### config.mk
export PLATFORM = sky130hd
export DESIGN_NAME = apb_spi_master
export DESIGN_NICKNAME = d
export VERILOG_FILES = /design/src/rtl/apb_spi_pkg.sv /design/src/rtl/apb_spi_fifo.sv /design/src/rtl/apb_spi_master.sv
export SDC_FILE = /design/constraint.sdc
export NUM_CORES = 1
export LEC_CHECK = 0
export CAP_MARGIN = 20
export CORE_ASPECT_RATIO = 0.9
export CORE_UTILIZATION = 40
export CTS_CLUSTER_DIAMETER = 100
export CTS_CLUSTER_SIZE = 40
export DETAILED_ROUTE_END_ITERATION = 10
export SLEW_MARGIN = 20
export SYNTH_ARGS = -nofsm -noshare
export SYNTH_HDL_FRONTEND = slang
export SYNTH_SLANG_ARGS = --single-unit
### constraint.sdc
create_clock -name i_pclk -period 5.9 [get_ports i_pclk]
set_clock_uncertainty 0.2 [all_clocks]
set_input_delay 1.18 -clock i_pclk [delete_from_list [all_inputs] [get_ports i_pclk]]
set_output_delay 1.18 -clock i_pclk [all_outputs]
set_load 0.02 [all_outputs]
### src/rtl/apb_spi_pkg.sv
// Register map, bit indices and engine state encoding shared by the apb_spi_master files.
package apb_spi_pkg;

  localparam logic [2:0] OffCr       = 3'd0;
  localparam logic [2:0] OffPresc    = 3'd1;
  localparam logic [2:0] OffIrqEn    = 3'd2;
  localparam logic [2:0] OffIrq      = 3'd3;
  localparam logic [2:0] OffDataTx   = 3'd4;
  localparam logic [2:0] OffDataRx   = 3'd5;
  localparam logic [2:0] OffSr       = 3'd6;
  localparam logic [2:0] OffUnmapped = 3'd7;

  localparam int unsigned CrSpien   = 0;
  localparam int unsigned CrFlushRx = 1;
  localparam int unsigned CrFlushTx = 2;

  localparam int unsigned IrqTrxDone = 0;
  localparam int unsigned IrqTxFull  = 1;

  typedef enum logic [1:0] {StIdle, StLoad, StShift} spi_state_e;

endpackage

### src/rtl/apb_spi_fifo.sv
// Synchronous show-ahead FIFO; flush is a level that holds the FIFO empty.
module apb_spi_fifo #(
  parameter int unsigned Depth = 8,
  parameter int unsigned Width = 8,
  parameter int unsigned CntW  = $clog2(Depth) + 1
) (
  input  logic             i_clk,
  input  logic             i_rst,
  input  logic             i_push,
  input  logic [Width-1:0] i_wdata,
  input  logic             i_pop,
  input  logic             i_flush,
  output logic [Width-1:0] o_rdata,
  output logic             o_full,
  output logic             o_empty,
  output logic [CntW-1:0]  o_count
);

  localparam int unsigned PtrW = $clog2(Depth);

  logic [Width-1:0] r_mem [Depth];
  logic [PtrW-1:0]  r_wptr, r_rptr;
  logic [CntW-1:0]  r_count;
  logic             w_push, w_pop;

  assign w_pop  = i_pop & (r_count != '0);
  // A pop in the same cycle frees a slot, so a push into a full FIFO is still accepted.
  assign w_push = i_push & ((r_count != CntW'(Depth)) | w_pop);

  always_ff @(posedge i_clk or posedge i_rst) begin
    if (i_rst) begin
      r_wptr  <= '0;
      r_rptr  <= '0;
      r_count <= '0;
    end else if (i_flush) begin
      r_wptr  <= '0;
      r_rptr  <= '0;
      r_count <= '0;
    end else begin
      if (w_push) r_wptr <= r_wptr + PtrW'(1);
      if (w_pop)  r_rptr <= r_rptr + PtrW'(1);
      case ({w_push, w_pop})
        2'b10:   r_count <= r_count + CntW'(1);
        2'b01:   r_count <= r_count - CntW'(1);
        default: r_count <= r_count;
      endcase
    end
  end

  always_ff @(posedge i_clk) begin
    if (w_push && !i_flush) r_mem[r_wptr] <= i_wdata;
  end

  assign o_rdata = r_mem[r_rptr];
  assign o_full  = (r_count == CntW'(Depth));
  assign o_empty = (r_count == '0);
  assign o_count = r_count;

endmodule

### src/rtl/apb_spi_master.sv
// APB3 slave driving a mode-0, MSB-first, 8-bit SPI master with TX/RX FIFOs and a level IRQ.
// Define APBSPI_PSLVERR_EN to report error responses on pslverr.
module apb_spi_master
  import apb_spi_pkg::*;
#(
  parameter int unsigned APB_ADDR_WIDTH = 32,
  parameter int unsigned FIFO_DEPTH     = 8
) (
  input  logic                      i_pclk,
  input  logic                      i_preset,
  input  logic [APB_ADDR_WIDTH-1:0] i_paddr,
  input  logic                      i_psel,
  input  logic                      i_penable,
  input  logic                      i_pwrite,
  input  logic [31:0]               i_pwdata,
  output logic [31:0]               o_prdata,
  output logic                      o_pready,
  output logic                      o_pslverr,
  output logic                      o_sclk,
  output logic                      o_mosi,
  input  logic                      i_miso,
  output logic                      o_cs_n,
  output logic                      o_irq
);

  localparam int unsigned CntW = $clog2(FIFO_DEPTH) + 1;

  logic [2:0]  w_off;
  logic        w_acc, w_wr, w_rd;
  logic [2:0]  r_cr;
  logic [15:0] r_presc;
  logic [1:0]  r_irq_en, r_irq, w_irq_nxt;

  logic            w_tx_push, w_tx_pop, w_tx_full, w_tx_empty, w_tx_avail, w_tx_fill;
  logic [7:0]      w_tx_rdata, w_rx_rdata;
  logic [CntW-1:0] w_tx_count, w_rx_count;
  logic            w_rx_push, w_rx_pop, w_rx_full, w_rx_empty;

  spi_state_e  r_state, w_state_nxt;
  logic [15:0] r_div, w_div_nxt;
  logic [2:0]  r_bit, w_bit_nxt;
  logic [7:0]  r_tx, w_tx_nxt, r_rx, w_rx_nxt;
  logic        r_sclk, w_sclk_nxt, r_mosi, w_mosi_nxt, r_cs_n, w_cs_n_nxt, w_done;

  assign w_off      = i_paddr[4:2];
  assign w_acc      = i_psel & i_penable;
  assign w_wr       = w_acc & i_pwrite;
  assign w_rd       = w_acc & ~i_pwrite;
  assign w_tx_push  = w_wr & (w_off == OffDataTx) & ~w_tx_full;
  assign w_rx_pop   = w_rd & (w_off == OffDataRx) & ~w_rx_empty;
  assign w_tx_avail = ~w_tx_empty & ~r_cr[CrFlushTx];
  // TX_FULL fires on the push that takes the FIFO to its last free slot.
  assign w_tx_fill  = w_tx_push & ~w_tx_pop & ~r_cr[CrFlushTx] &
                      (w_tx_count == CntW'(FIFO_DEPTH - 1));

  apb_spi_fifo #(.Depth(FIFO_DEPTH), .Width(8)) u_tx_fifo (
    .i_clk(i_pclk), .i_rst(i_preset), .i_push(w_tx_push), .i_wdata(i_pwdata[7:0]),
    .i_pop(w_tx_pop), .i_flush(r_cr[CrFlushTx]), .o_rdata(w_tx_rdata), .o_full(w_tx_full),
    .o_empty(w_tx_empty), .o_count(w_tx_count)
  );

  apb_spi_fifo #(.Depth(FIFO_DEPTH), .Width(8)) u_rx_fifo (
    .i_clk(i_pclk), .i_rst(i_preset), .i_push(w_rx_push), .i_wdata(r_rx),
    .i_pop(w_rx_pop), .i_flush(r_cr[CrFlushRx]), .o_rdata(w_rx_rdata), .o_full(w_rx_full),
    .o_empty(w_rx_empty), .o_count(w_rx_count)
  );

  // Hardware set wins over a simultaneous clear-write.
  always_comb begin
    w_irq_nxt = r_irq;
    if (w_wr && (w_off == OffIrq)) w_irq_nxt = r_irq & i_pwdata[1:0];
    if (w_done)    w_irq_nxt[IrqTrxDone] = 1'b1;
    if (w_tx_fill) w_irq_nxt[IrqTxFull]  = 1'b1;
  end

  always_ff @(posedge i_pclk or posedge i_preset) begin
    if (i_preset) begin
      r_cr     <= '0;
      r_presc  <= '0;
      r_irq_en <= '0;
      r_irq    <= '0;
    end else begin
      r_irq <= w_irq_nxt;
      if (w_wr) begin
        case (w_off)
          OffCr:    r_cr     <= i_pwdata[2:0];
          OffPresc: r_presc  <= i_pwdata[15:0];
          OffIrqEn: r_irq_en <= i_pwdata[1:0];
          default:  ;
        endcase
      end
    end
  end

  always_comb begin
    o_prdata = '0;
    if (i_psel && !i_pwrite) begin
      case (w_off)
        OffCr:     o_prdata[2:0]  = r_cr;
        OffPresc:  o_prdata[15:0] = r_presc;
        OffIrqEn:  o_prdata[1:0]  = r_irq_en;
        OffIrq:    o_prdata[1:0]  = r_irq;
        OffDataRx: if (!w_rx_empty) o_prdata[7:0] = w_rx_rdata;
        OffSr:     o_prdata[4:0]  = {r_state != StIdle, w_rx_full, w_rx_empty, w_tx_full,
                                     w_tx_empty};
        default:   ;
      endcase
    end
  end

`ifdef APBSPI_PSLVERR_EN
  assign o_pslverr = w_acc & ((w_off == OffUnmapped) |
                              (i_pwrite & (w_off == OffDataTx) & w_tx_full) |
                              (~i_pwrite & (w_off == OffDataRx) & w_rx_empty));
`else
  assign o_pslverr = 1'b0;
`endif

  // Engine: each SHIFT half-period lasts PRESC+1 cycles; rise samples miso, fall moves mosi.
  always_comb begin
    w_state_nxt = r_state;
    w_div_nxt   = r_div;
    w_bit_nxt   = r_bit;
    w_tx_nxt    = r_tx;
    w_rx_nxt    = r_rx;
    w_sclk_nxt  = r_sclk;
    w_mosi_nxt  = r_mosi;
    w_cs_n_nxt  = r_cs_n;
    w_tx_pop    = 1'b0;
    w_rx_push   = 1'b0;
    w_done      = 1'b0;
    unique case (r_state)
      StIdle: begin
        if (r_cr[CrSpien] && w_tx_avail) begin
          w_tx_pop    = 1'b1;
          w_tx_nxt    = w_tx_rdata;
          w_mosi_nxt  = w_tx_rdata[7];
          w_cs_n_nxt  = 1'b0;
          w_state_nxt = StLoad;
        end
      end
      StLoad: begin
        w_div_nxt   = '0;
        w_bit_nxt   = '0;
        w_state_nxt = StShift;
      end
      StShift: begin
        if (r_div != r_presc) begin
          w_div_nxt = r_div + 16'd1;
        end else begin
          w_div_nxt  = '0;
          w_sclk_nxt = ~r_sclk;
          if (!r_sclk) begin
            w_rx_nxt = {r_rx[6:0], i_miso};
          end else if (r_bit != 3'd7) begin
            w_bit_nxt  = r_bit + 3'd1;
            w_tx_nxt   = {r_tx[6:0], 1'b0};
            w_mosi_nxt = r_tx[6];
          end else begin
            w_rx_push = 1'b1;
            if (r_cr[CrSpien] && w_tx_avail) begin
              w_tx_pop    = 1'b1;
              w_tx_nxt    = w_tx_rdata;
              w_mosi_nxt  = w_tx_rdata[7];
              w_state_nxt = StLoad;
            end else begin
              w_cs_n_nxt  = 1'b1;
              w_mosi_nxt  = 1'b0;
              w_done      = 1'b1;
              w_state_nxt = StIdle;
            end
          end
        end
      end
      default: w_state_nxt = StIdle;
    endcase
  end

  always_ff @(posedge i_pclk or posedge i_preset) begin
    if (i_preset) begin
      r_state <= StIdle;
      r_div   <= '0;
      r_bit   <= '0;
      r_tx    <= '0;
      r_rx    <= '0;
      r_sclk  <= 1'b0;
      r_mosi  <= 1'b0;
      r_cs_n  <= 1'b1;
    end else begin
      r_state <= w_state_nxt;
      r_div   <= w_div_nxt;
      r_bit   <= w_bit_nxt;
      r_tx    <= w_tx_nxt;
      r_rx    <= w_rx_nxt;
      r_sclk  <= w_sclk_nxt;
      r_mosi  <= w_mosi_nxt;
      r_cs_n  <= w_cs_n_nxt;
    end
  end

  assign o_pready = 1'b1;
  assign o_sclk   = r_sclk;
  assign o_mosi   = r_mosi;
  assign o_cs_n   = r_cs_n;
  assign o_irq    = |(r_irq & r_irq_en);

  logic w_unused;
  assign w_unused = ^{i_paddr[APB_ADDR_WIDTH-1:5], i_paddr[1:0], i_pwdata[31:16], w_rx_count};

endmodule

Word-level counts from Yosys, hierarchy flattened

Memories as Yosys holds them, arrays and structs flattened.
Index checks and enable logic that the tools add are counted.

Memory bits (writable): 128
Latch bits: 0
Memory bits (read-only): 0
Memories: 2
Output and inout port bits: 38
Logic and storage cells: 188
Bits in registers: 83
Bits of input ports: 70

Reduce and logical (&&, ||, !) cells: 36
Multiplexer cells: 69
Add/subtract/negate cells: 10
$lt $le $gt $ge: 0
Div/mod/pow operators: 0
Bitwise logic cells: 27
Shift-type cells: 0
Eq/ne operators: 25
$mul: 0

Memories:

| name            | depth | width | rd ports | clocked after memory_dff | write ports | RTL line           | RTL |
|---|---|---|---|---|---|---|---|
| u_rx_fifo.r_mem | 8     | 8     | 1        | 0                        | 1           | apb_spi_fifo.sv:21 | `logic [Width-1:0] r_mem [Depth];` |
| u_tx_fifo.r_mem | 8     | 8     | 1        | 0                        | 1           | apb_spi_fifo.sv:21 |  |

Operators by type and width:

| kind                                          | count |
|---|---|
| 2-to-1 mux 8 bit                              | 6 |
| 2-to-1 mux 3 bit                              | 11 |
| 2-to-1 mux 16 bit                             | 2 |
| one-hot mux 16 bit (2 select lines)           | 1 |
| 2-to-1 mux 1 bit                              | 30 |
| nonzero test 2 bit                            | 9 |
| adder 16 x 1 -> 16 bit, second input constant | 1 |
| != test 16 bit                                | 1 |
| one-hot mux 4 bit (2 select lines)            | 2 |
| one-hot mux 8 bit (2 select lines)            | 1 |
| adder 3 x 1 -> 3 bit, second input constant   | 5 |
| bitwise AND 1 bit                             | 15 |
| != test 2 bit, second input constant          | 6 |
| one-hot mux 2 bit (3 select lines)            | 2 |
| one-hot mux 2 bit (6 select lines)            | 1 |
| one-hot mux 3 bit (2 select lines)            | 2 |
| AND reduction 4 bit                           | 3 |
| 2-to-1 mux 2 bit                              | 5 |
| equality test 3 bit, second input constant    | 3 |
| adder 4 x 1 -> 4 bit, second input constant   | 2 |
| equality test 4 bit, second input constant    | 2 |
| zero test 4 bit                               | 2 |
| 2-to-1 mux 4 bit                              | 2 |
| != test 4 bit, second input constant          | 2 |
| other kinds (22)                              | 51 |

Longest topological paths before layout

Gate-level depths: netlist of the first run.

Depth in word-level cells: 15
Gate-level depth with buffers: 11
Depth with buffers taken out: 10

Hierarchy

A second synthesis of the first run with hierarchy kept.

Cell total of the unflattened synthesis: 726
Area, all modules: 10023.4 um^2

Modules (own cells, without submodules):

| module                    | cells each | seq. area each (um^2) | area an instance (um^2) | times used |
|---|---|---|---|---|
| apb_spi_master            | 384        | 1552.7                | 3736.1                  | 1 |
| apb_spi_fifo at u_tx_fifo | 171        | 2172.1                | 3158.0                  | 1 |
| apb_spi_fifo at u_rx_fifo | 171        | 2172.1                | 3129.3                  | 1 |

Worst setup path after synthesis of the first run

OpenSTA, ideal clock, no wires.

Kind: input -> output
Start: in i_paddr[3]
End: out o_prdata[1]
Data arrival time: 2.430 ns
Slack: 2.090 ns
Stages on the path: 6
Path through: clkbuf_1 -> nand3b_1 -> nor2b_1 -> clkbuf_1 -> nand2_1 -> a21boi_0

Word-level cells in the longest chain between the ends: 3

RTL lines:

| what                                              | RTL line             | RTL |
|---|---|---|
| start, declared                                   | apb_spi_master.sv:11 | `input logic [APB_ADDR_WIDTH-1:0] i_paddr,` |
| equality test 3 bit, or another cell as far along | apb_spi_master.sv:98 | `case (w_off)` |
| one-hot mux 2 bit (6 select lines) (*)            | apb_spi_master.sv:98 |  |
| 2-to-1 mux 16 bit (*)                             | apb_spi_master.sv:97 | `if (i_psel && !i_pwrite) begin` |
| end, declared                                     | apb_spi_master.sv:16 | `output logic [31:0] o_prdata,` |

Every way passes the cells marked *; elsewhere a longest branch is shown, timed or not.

Final worst setup path of the first run

Start: in i_paddr[4]
End: out o_prdata[1]

Same word-level chain as after synthesis.

==> results of run 1 <==
-- cell type report --
type,instances,area (sq um)
clock buffer,11,275
sequential,210,5900
fill,2060,12800
clock inverter,5,76.3
multi-input combinational,426,3520
tap,302,378
timing repair buffer,54,528
inverter,12,46.3
-- sequential cells by signal, indices dropped and copies added, names as in the netlist --
signal / cells
r_presc: 16
r_rx: 8
u_tx_fifo.r_rptr: 3
u_tx_fifo.r_mem: 64
r_irq_en: 2
r_div: 16
r_bit: 3
r_tx: 7
r_cr: 3
o_sclk: 1
u_rx_fifo.r_mem: 64
u_rx_fifo.r_rptr: 3
o_cs_n: 1
u_tx_fifo.r_wptr: 3
o_mosi: 1
u_rx_fifo.o_count: 4
u_rx_fifo.r_wptr: 3
r_irq: 2
u_tx_fifo.o_count: 4
r_state: 2
-- metal layers --
layer  wire, microns  up-vias
met5               0        -
met4             261        0
met3             710       14
met2            9540      112
met1            9150     2804
li1                -     2572
-- per-stage QoR --
step	area, sq um	utilization, %	instances	power [W]	worst slack, ns
after floorplan	9730	-	699	0.00229	2.09
after global placement	10400	44.0	1003	0.00243	1.04
after detailed placement	10400	44.0	1003	0.00247	1.03
after CTS	10700	45.5	1019	0.00333	1.02
after global routing	10700	45.6	1020	0.00344	0.835
final	10700	45.6	1020	0.00329	0.976
-- Yosys cell counts, types with 12 or more instances --
master | number | area share (%)
a22oi_1 | 12 | 0.93
nor3_1 | 16 | 0.83
ha_1 | 15 | 1.9
nand2_1 | 27 | 1.0
clkbuf_1 | 18 | 0.70
xor2_1 | 14 | 1.3
dfrtp_1 | 81 | 21
nor2_1 | 57 | 2.2
mux4_2 | 32 | 7.5
nand3_1 | 19 | 0.98
edfxtp_1 | 128 | 40
mux2_2 | 43 | 5.0
inv_1 | 12 | 0.47
buf_2 | 12 | 0.62
buf_4 | 18 | 1.4
o21ai_0 | 12 | 0.62
xnor2_1 | 23 | 2.1
a21oi_1 | 12 | 0.62
-- power by group through the flow --
stage | logic (W) | registers [W] | clock network [W]
after CTS | 0.000634 | 0.00181 | 0.000883
after global placement | 0.000604 | 0.00183 | 0
final | 0.000631 | 0.00181 | 0.000852
after floorplan | 0.000532 | 0.00176 | 0
after detailed placement | 0.000634 | 0.00184 | 0
after global routing | 0.000694 | 0.00183 | 0.000921
-- final timing paths --
kind / from / to / slack (ns) / depth (start not counted)
worst min register to register: r_tx[6]$_DFFE_PP0P_ / r_tx[6]$_DFFE_PP0P_ / 0.31 / 1
worst max-delay path: i_paddr[4] / o_prdata[1] / 0.98 / 6
worst min-delay path: r_tx[6]$_DFFE_PP0P_ / r_tx[6]$_DFFE_PP0P_ / 0.31 / 1
worst max register to register: r_state[0]$_DFFE_PP0P_ / u_rx_fifo.r_mem[2][6]$_DFFE_PP_ / 2.42 / 6
max in group asynchronous: i_preset / r_presc[7]$_DFFE_PP0P_ / 3.71 / 4
min in group asynchronous: i_preset / r_div[8]$_DFFE_PP0P_ / 0.80 / 2
-- kinds of logic (layout without fill, tap and decap cells) --
family	after synthesis	after routing	share of synthesized area, %
DFF	210	210	61.0
xor gates and xnor gates	38	38	3.52
AOI/OAI and AO/OA	76	76	5.64
adders and majority gates	16	16	2.15
and+or+nand+nor	185	185	9.77
buffers and inverters	63	82	3.38
other	2	18	0.0777
muxes	93	93	14.5
==> out/metrics.cfg, run 1 <==
[outcome]
run_status = finished, violations left
violations = design-rule violations

[synth]
yosys_warnings = 0
synth_cell_types = 65
ys_async_sr_fraction_pct = 39.0
ys_ff_latch = 210
syn_inst = 683
avgSynthCellArea_sq_um = 14.2
synthFlopType = edfxtp_1
syn_area_sq_um = 9670
synth-edff-count = 128
synth-seq-area-share_pct = 61.0

[grt]
grt_max_degree = 52
grt_pass1_vias = 5506
use_met1_pct = 22.2
grt.busiest_layer = met2
grt_usage_pct = 16.0
grt_remaining_overflow = 0
antenna_found_initial = 0
met3_usage_pct = 2.12
met2_usage_pct = 27.3
grt_pass1_wl_microns = 30600

[critical_path]
worstSetupPathType = in -> out
slowest_delay_ns = 0.71
slowest_stage = clkdlybuf4s50_1
crit_family = buffers and inverters
critPathMaxFanout = 12
crit_top_cell = clkdlybuf4s50_1
cp_data_arrival_time_ns = 3.54
cp-end-kind = output port
crit_chain = clkdlybuf4s50_1 -> nand3b_1 -> nor2b_1 -> nand2_1 -> a21boi_0 -> clkdlybuf4s50_1
cp_num_buf_inv = 2
cp.required_ns = 4.52
cp-start-kind = input pin

[power_and_ir_drop]
switching_power_w = 0.000973
power_frac_seq_pct = 55.0
intPower_w = 0.00232
irDropWorstVdd_mv = 0.181
p_comb_share_pct = 19.2
p_clk_share_pct = 25.9
swShare_pct = 29.6
powerDensity_nw_per_um2 = 307
p_leak_nw = 3.89

[detailed_routing]
vias_per_cell = 5.39
vias = 5502
first_pass_iters = 8
drt_wl_total_microns = 19700
drt-initial-drc-count = 377
route.detailed.drc = 10
wl_per_cell_microns = 19.3
ant_nets = 0

[timing]
rsz0062_at_grt = no
period_share_pct = 83.5
holdWs_ns = 0.314
period_minus_slack_ns = 4.92
tns_ns = 0
worstMarginPinSlew_ns = 0.979
relSlewSlack_pct = 34.5
hold_viol = 0
fmax_ghz = 0.203
drv_slew = 0
finalSetupViolations = 0

[finish]
final_cell_mix = edfxtp_1, dfrtp_1, nor2_1
nNetsFinal = 800
final_common_cell = edfxtp_1
diodes = 0
drive_above_1_share_pct = 16.4
area_growth_syn_to_layout_pct = 10.9

[die]
initial_core_util_pct = 41.1
die_area_sq_um = 24800
core_sq_um = 23500
ioPinCount = 108
num_rows = 53
dieWidth_microns = 166
die_y_microns = 150

[placed_design]
numPortBuffers = 44
place_hpwl_microns = 13700
gp_congestion = 0.830

[cts]
post-cts-setup-buffers = 0
cts_tree = built
insertion_delay_ns = 0.49
clk_pin_slew_ns = 0.13
cts.sinks = 210
htree_levels = 1
max-clock-path-buffers = 3
cts-hold-fix-buffers = 0
cts_root_buffer = clkbuf_16
numCtsBuffers = 10
cts_resized = 0

[worst_hold_path]
min_path_type = reg -> reg

[job]
max_cap_viol_count = 0

No activity file was read; power rests on OpenSTA's default activity.
==> inputs of run 2 (changes only) <==
clock period = 4.5 ns   (was 5.9 ns; I/O delays follow)
==> run 2 against run 1 <==
Effect of this change: the flow still finishes with violations (design-rule violations); hold slack got worse by 0.0068 ns; power is 32% higher; critical endpoint unchanged; flip-flop and latch count unchanged.
==> out/metrics.cfg, run 2 (synthesized netlist as in run 1, its figures left out) <==
[power_and_ir_drop]
p_total_w = 0.00436  ; was 0.00329 W
p_leak_nw = 3.97  ; was 3.89 nW
irDropWorstVdd_mv = 0.226  ; was 0.181 mV
powerDensity_nw_per_um2 = 403  ; was 307 nW/um^2

[grt]
antenna_found_initial = 0  ; unchanged
grt_usage_pct = 16.4  ; was 16.0%
grt_max_degree = 41  ; was 52
grt_pass1_vias = 5577  ; was 5506
grt_pass1_wl_microns = 31600  ; was 30600 microns
grt_remaining_overflow = 0  ; unchanged

[die]
die_y_microns = 150  ; unchanged
die_area_sq_um = 24800  ; unchanged
dieWidth_microns = 166  ; unchanged
num_rows = 53  ; unchanged
initial_core_util_pct = 41.1  ; unchanged
ioPinCount = 108  ; unchanged
core_sq_um = 23500  ; unchanged

[critical_path]
critPathMaxFanout = 9  ; was 12
r2r-end = u_rx_fifo.o_count[3]$_DFFE_PP0P_  ; was u_rx_fifo.r_mem[2][6]$_DFFE_PP_
r2r_slack_ns = 1.29  ; was 2.42 ns
cp_data_arrival_time_ns = 3.16  ; was 3.54 ns
cp-start-kind = input pin  ; unchanged
cp.required_ns = 3.40  ; was 4.52 ns
reg2reg_from = r_state[0]$_DFFE_PP0P_  ; unchanged
reg2reg_depth = 9  ; was 6
worstSetupPathType = in -> out  ; unchanged
cp-end-kind = output port  ; unchanged

[finish]
nNetsFinal = 816  ; was 800
final_cell_mix = edfxtp_1, dfrtp_1, nor2_1  ; unchanged
final_common_cell = edfxtp_1  ; unchanged
diodes = 0  ; unchanged
reg_top3 = u_rx_fifo.r_mem (64), u_tx_fifo.r_mem (64)  ; unchanged
drive_above_1_share_pct = 18.0  ; was 16.4%
area_growth_syn_to_layout_pct = 11.9  ; was 10.9%

[timing]
fmax_ghz = 0.235
relSlewSlack_pct = 44.5  ; was 34.5%
worstMarginPinSlew_ns = 0.833  ; was 0.979 ns
tns_ns = 0  ; unchanged
period_share_pct = 94.6
finalSetupViolations = 0  ; unchanged
rsz0062_at_grt = no  ; unchanged
drv_slew = 0  ; unchanged
hold_viol = 0  ; unchanged
period_minus_slack_ns = 4.26

[outcome]
violations = design-rule violations  ; unchanged
run_status = finished, violations left  ; unchanged

[placed_design]
numPortBuffers = 44  ; unchanged
gp_congestion = 0.833  ; was 0.830
place_hpwl_microns = 13800  ; was 13700 microns

[detailed_routing]
ant_nets = 0  ; unchanged
drt-initial-drc-count = 395  ; was 377
drt_wl_total_microns = 20000  ; was 19700 microns
vias_per_cell = 5.41  ; was 5.39
route.detailed.drc = 10  ; unchanged
first_pass_iters = 10  ; was 8
vias = 5600  ; was 5502
wl_per_cell_microns = 19.3  ; about the same

[job]
max_cap_viol_count = 0  ; unchanged

[cts]
clk_pin_slew_ns = 0.12  ; was 0.13 ns
max-clock-path-buffers = 3  ; unchanged
insertion_delay_ns = 0.49  ; about the same
cts_root_buffer = clkbuf_16  ; unchanged
cts_resized = 0  ; unchanged
post-cts-setup-buffers = 0  ; unchanged
cts.sinks = 210  ; unchanged
cts_tree = built  ; unchanged
cts-hold-fix-buffers = 0  ; unchanged
htree_levels = 1  ; unchanged
numCtsBuffers = 10  ; unchanged

[worst_hold_path]
min_path_type = reg -> reg  ; unchanged
min_from = r_tx[6]$_DFFE_PP0P_  ; unchanged
min_path_cells = 1  ; unchanged
holdPathEnd = r_tx[6]$_DFFE_PP0P_  ; unchanged

-- run 2: cell types whose count changed in the layout (fill, tap and decap cells not counted), sizes merged --
cell      delta
buf         +16
clkinv       -2
clkinvlp     -1
inv          +3
-- run 2: worst max path at each step --
stage / startpoint / end / slack, ns / depth (start not counted)
finish: i_paddr[2] / o_prdata[1] / 0.24 / 7
global route: i_paddr[2] / o_prdata[1] / 0.15 / 7
CTS: i_paddr[2] / o_prdata[1] / 0.27 / 7
detailed placement: i_paddr[2] / o_prdata[1] / 0.27 / 7
global placement: i_paddr[2] / o_prdata[1] / 0.27 / 7
floorplan: i_paddr[3] / u_rx_fifo.r_mem[0][0]$_DFFE_PP_ / 0.98 / 8
-- run 2: metrics by stage --
stage / worst slack [ns] / std cells / util, % / instance area [sq um] / hold WS (ns)
final: 0.243 / 1036 / 46.0 / 10800 / 0.307
after global routing: 0.153 / 1036 / 46.0 / 10800 / 0.330
after CTS: 0.269 / 1036 / 46.0 / 10800 / 0.309
after detailed placement: 0.272 / 1020 / 44.5 / 10500 / 0.276
after global placement: 0.268 / 1020 / 44.5 / 10500 / 0.272
after floorplan: 0.984 / 699 / - / 9730 / 0.256
-- run 2: cell type report --
| cell class | instances | area (sq um) |
|---|---|---|
| Clock buffer | 11 | 275 |
| Clock inverter | 5 | 75.1 |
| Fill cell | 2083 | 12700 |
| Inverter | 12 | 46.3 |
| Multi-Input combinational cell | 426 | 3510 |
| Sequential cell | 210 | 5900 |
| Tap cell | 302 | 378 |
| Timing Repair Buffer | 70 | 636 |
-- run 2: power by group --
group | total [W] | internal, W | switching (W)
logic | 0.000830 | 0.000386 | 0.000444
registers | 0.00237 | 0.00217 | 0.000192
clock network | 0.00116 | 0.000489 | 0.000671
total | 0.00436 | 0.00305 | 0.00131
-- run 2: metal layers --
| metal | share of wire [%] | GRT usage [%] | vias up |
|---|---|---|---|
| li1 | - | - | 2599 |
| met1 | 47 | 23.0 | 2884 |
| met2 | 48 | 27.6 | 97 |
| met3 | 3.0 | 2.09 | 20 |
| met4 | 1.5 | 3.32 | 0 |
| met5 | 0 | 0 | - |
-- run 2: critical path, stage by stage --
cell             delay (ns)
clkdlybuf4s50_1        0.66
mux2_2                 0.37
a22oi_1                0.14
nor2_1                 0.06
a221oi_1               0.23
a21boi_0               0.21
clkdlybuf4s50_1        0.58
==> inputs of run 3 (changes only) <==
--- a/constraint.sdc
+++ b/constraint.sdc
@@ -3,3 +3,3 @@
 set_input_delay 0.9 -clock i_pclk [delete_from_list [all_inputs] [get_ports i_pclk]]
 set_output_delay 0.9 -clock i_pclk [all_outputs]
-set_load 0.02 [all_outputs]
+set_load 0.05 [all_outputs]
==> run 3 against run 2 <==
Effect of this change: the flow still finishes with violations (design-rule violations); largest power group unchanged; die area unchanged; hold slack improved by 0.0043 ns; worst setup slack improved by 0.21 ns; flip-flop and latch count unchanged.
==> out/metrics.cfg, run 3 (synthesized netlist as in run 1, its figures left out) <==
[timing]
rsz0062_at_grt = no  ; unchanged
period_share_pct = 89.9  ; was 94.6%
tns_ns = 0  ; unchanged
period_minus_slack_ns = 4.05  ; was 4.26 ns
finalSetupViolations = 0  ; unchanged
holdWs_ns = 0.312  ; was 0.307 ns
drv_slew = 0  ; unchanged
fmax_ghz = 0.247  ; was 0.235 GHz
worstMarginPinSlew_ns = 0.844  ; was 0.833 ns
hold_viol = 0  ; unchanged
relSlewSlack_pct = 43.7  ; was 44.5%

[cts]
cts_tree = built  ; unchanged
cts-hold-fix-buffers = 0  ; unchanged
cts_resized = 0  ; unchanged
insertion_delay_ns = 0.48  ; was 0.49 ns
cts_root_buffer = clkbuf_16  ; unchanged
clk_pin_slew_ns = 0.12  ; about the same
post-cts-setup-buffers = 0  ; unchanged
numCtsBuffers = 10  ; unchanged
htree_levels = 1  ; unchanged
max-clock-path-buffers = 3  ; unchanged
cts.sinks = 210  ; unchanged

[critical_path]
slowest_delay_ns = 0.68  ; was 0.66 ns
cp-start-kind = input pin  ; unchanged
critPathMaxFanout = 9  ; unchanged
slowest_stage = clkdlybuf4s50_1  ; unchanged
cp.required_ns = 3.40  ; about the same
cp_data_arrival_time_ns = 2.95  ; was 3.16 ns
crit_chain = clkdlybuf4s50_1 -> mux2_2 -> a22oi_1 -> nor2_1 -> a221oi_1 -> a21boi_0 -> buf_12  ; was clkdlybuf4s50_1 -> mux2_2 -> a22oi_1 -> nor2_1 -> a221oi_1 -> a21boi_0 -> clkdlybuf4s50_1
worstSetupPathType = in -> out  ; unchanged
cp-end-kind = output port  ; unchanged

[power_and_ir_drop]
p_leak_nw = 4.03  ; was 3.97 nW
power_frac_seq_pct = 54.0  ; was 54.3%
intPower_w = 0.00305  ; about the same
swShare_pct = 30.3  ; was 30.0%
irDropWorstVdd_mv = 0.346  ; was 0.226 mV
p_clk_share_pct = 25.6  ; was 26.6%
powerDensity_nw_per_um2 = 400  ; was 403 nW/um^2
p_comb_share_pct = 20.4  ; was 19.1%
switching_power_w = 0.00132  ; was 0.00131 W

[finish]
final_common_cell = edfxtp_1  ; unchanged
area_growth_syn_to_layout_pct = 13.0  ; was 11.9%
drive_above_1_share_pct = 20.1  ; was 18.0%
final_cell_mix = edfxtp_1, dfrtp_1, nor2_1  ; unchanged
design_area_sq_um = 10900  ; was 10800 sq um
reg_top3 = u_rx_fifo.r_mem (64), u_tx_fifo.r_mem (64)  ; unchanged
diodes = 0  ; unchanged
nNetsFinal = 817  ; was 816

[die]
core_sq_um = 23500  ; unchanged
die_area_sq_um = 24800  ; unchanged
num_rows = 53  ; unchanged
ioPinCount = 108  ; unchanged
dieWidth_microns = 166  ; unchanged
initial_core_util_pct = 41.1  ; unchanged
die_y_microns = 150  ; unchanged

[grt]
grt_pass1_vias = 5643  ; was 5577
grt_pass1_wl_microns = 31400  ; was 31600 microns
grt_remaining_overflow = 0  ; unchanged
antenna_found_initial = 0  ; unchanged
grt_max_degree = 47  ; was 41
grt_usage_pct = 16.1  ; was 16.4%

[detailed_routing]
wl_per_cell_microns = 19.0  ; was 19.3 microns
vias = 5560  ; was 5600
drt-initial-drc-count = 486  ; was 395
ant_nets = 0  ; unchanged
first_pass_iters = 7  ; was 10
vias_per_cell = 5.36  ; was 5.41
route.detailed.drc = 6  ; was 10
drt_wl_total_microns = 19700  ; was 20000 microns

[worst_hold_path]
min_path_type = reg -> reg  ; unchanged

[placed_design]
gp_congestion = 0.851  ; was 0.833
place_hpwl_microns = 14000  ; was 13800 microns
numPortBuffers = 44  ; unchanged
placed_cell_area_sq_um = 10600  ; was 10500 sq um

[job]
max_cap_viol_count = 0  ; unchanged

[outcome]
run_status = finished, violations left  ; unchanged
violations = design-rule violations  ; unchanged

## run 3: changes by cell type in the layout (fill, tap and decap cells not counted), moves of 2 or more
cell             change
inv_8                -2
buf_4                +5
buf_12              +11
clkdlybuf4s50_1     -16
## run 3: final timing paths
kind | slack (ns) | cells past startpoint | to | from
min reg2reg | 0.31 | 1 | r_tx[6]$_DFFE_PP0P_ | r_tx[6]$_DFFE_PP0P_
max reg2reg | 1.15 | 9 | u_rx_fifo.o_count[3]$_DFFE_PP0P_ | r_div[8]$_DFFE_PP0P_
max in group asynchronous | 2.56 | 3 | o_cs_n$_DFFE_PP1P_ | i_preset
max | 0.45 | 7 | o_prdata[1] | i_paddr[2]
min | 0.31 | 1 | r_tx[6]$_DFFE_PP0P_ | r_tx[6]$_DFFE_PP0P_
min in group asynchronous | 0.66 | 2 | r_div[12]$_DFFE_PP0P_ | i_preset
## run 3: metal layers
layer	vias up	GRT usage (%)	routed length [microns]	part of all wire (%)
li1	2599	-	-	-
met5	-	0	0	0
met1	2851	22.5	9160	47
met4	0	3.08	289	1.5
met3	19	2.20	584	3.0
met2	91	27.2	9640	49
## run 3: worst max-delay path, delay by kind of cell
family                 cells  cell delay, ns
buffers and inverters      2            0.90
AOI/OAI and AO/OA          3            0.69
and+or+nand+nor            1            0.07
muxes                      1            0.38
## run 3: layout make-up
class | count | area [sq um]
clock buffers | 11 | 275
clock inverters | 5 | 68.8
fillers | 2017 | 12600
inverters | 12 | 46.3
multi-input cells | 426 | 3510
flip-flops and latches | 210 | 5900
well taps | 302 | 378
repair buffers | 71 | 748
## run 3: power groups by stage
| stage | clock [W] | sequential [W] | combinational, W |
|---|---|---|---|
| after floorplan | 0 | 0.00233 | 0.000727 |
| after global placement | 0 | 0.00240 | 0.000844 |
| after detailed placement | 0 | 0.00241 | 0.000892 |
| after CTS | 0.00115 | 0.00236 | 0.000893 |
| after global routing | 0.00120 | 0.00239 | 0.000976 |
| final | 0.00112 | 0.00236 | 0.000892 |
## run 3: per-stage QoR
stage / total power (W) / util, % / instances / setup slack [ns]
2_1_floorplan: 0.00306 / - / 699 / 0.620
3_3_place_gp: 0.00325 / 44.9 / 1020 / 0.505
3_5_place_dp: 0.00330 / 44.9 / 1021 / 0.421
4_1_cts: 0.00441 / 46.4 / 1037 / 0.448
5_1_grt: 0.00457 / 46.4 / 1037 / 0.311
6_report: 0.00437 / 46.4 / 1037 / 0.455
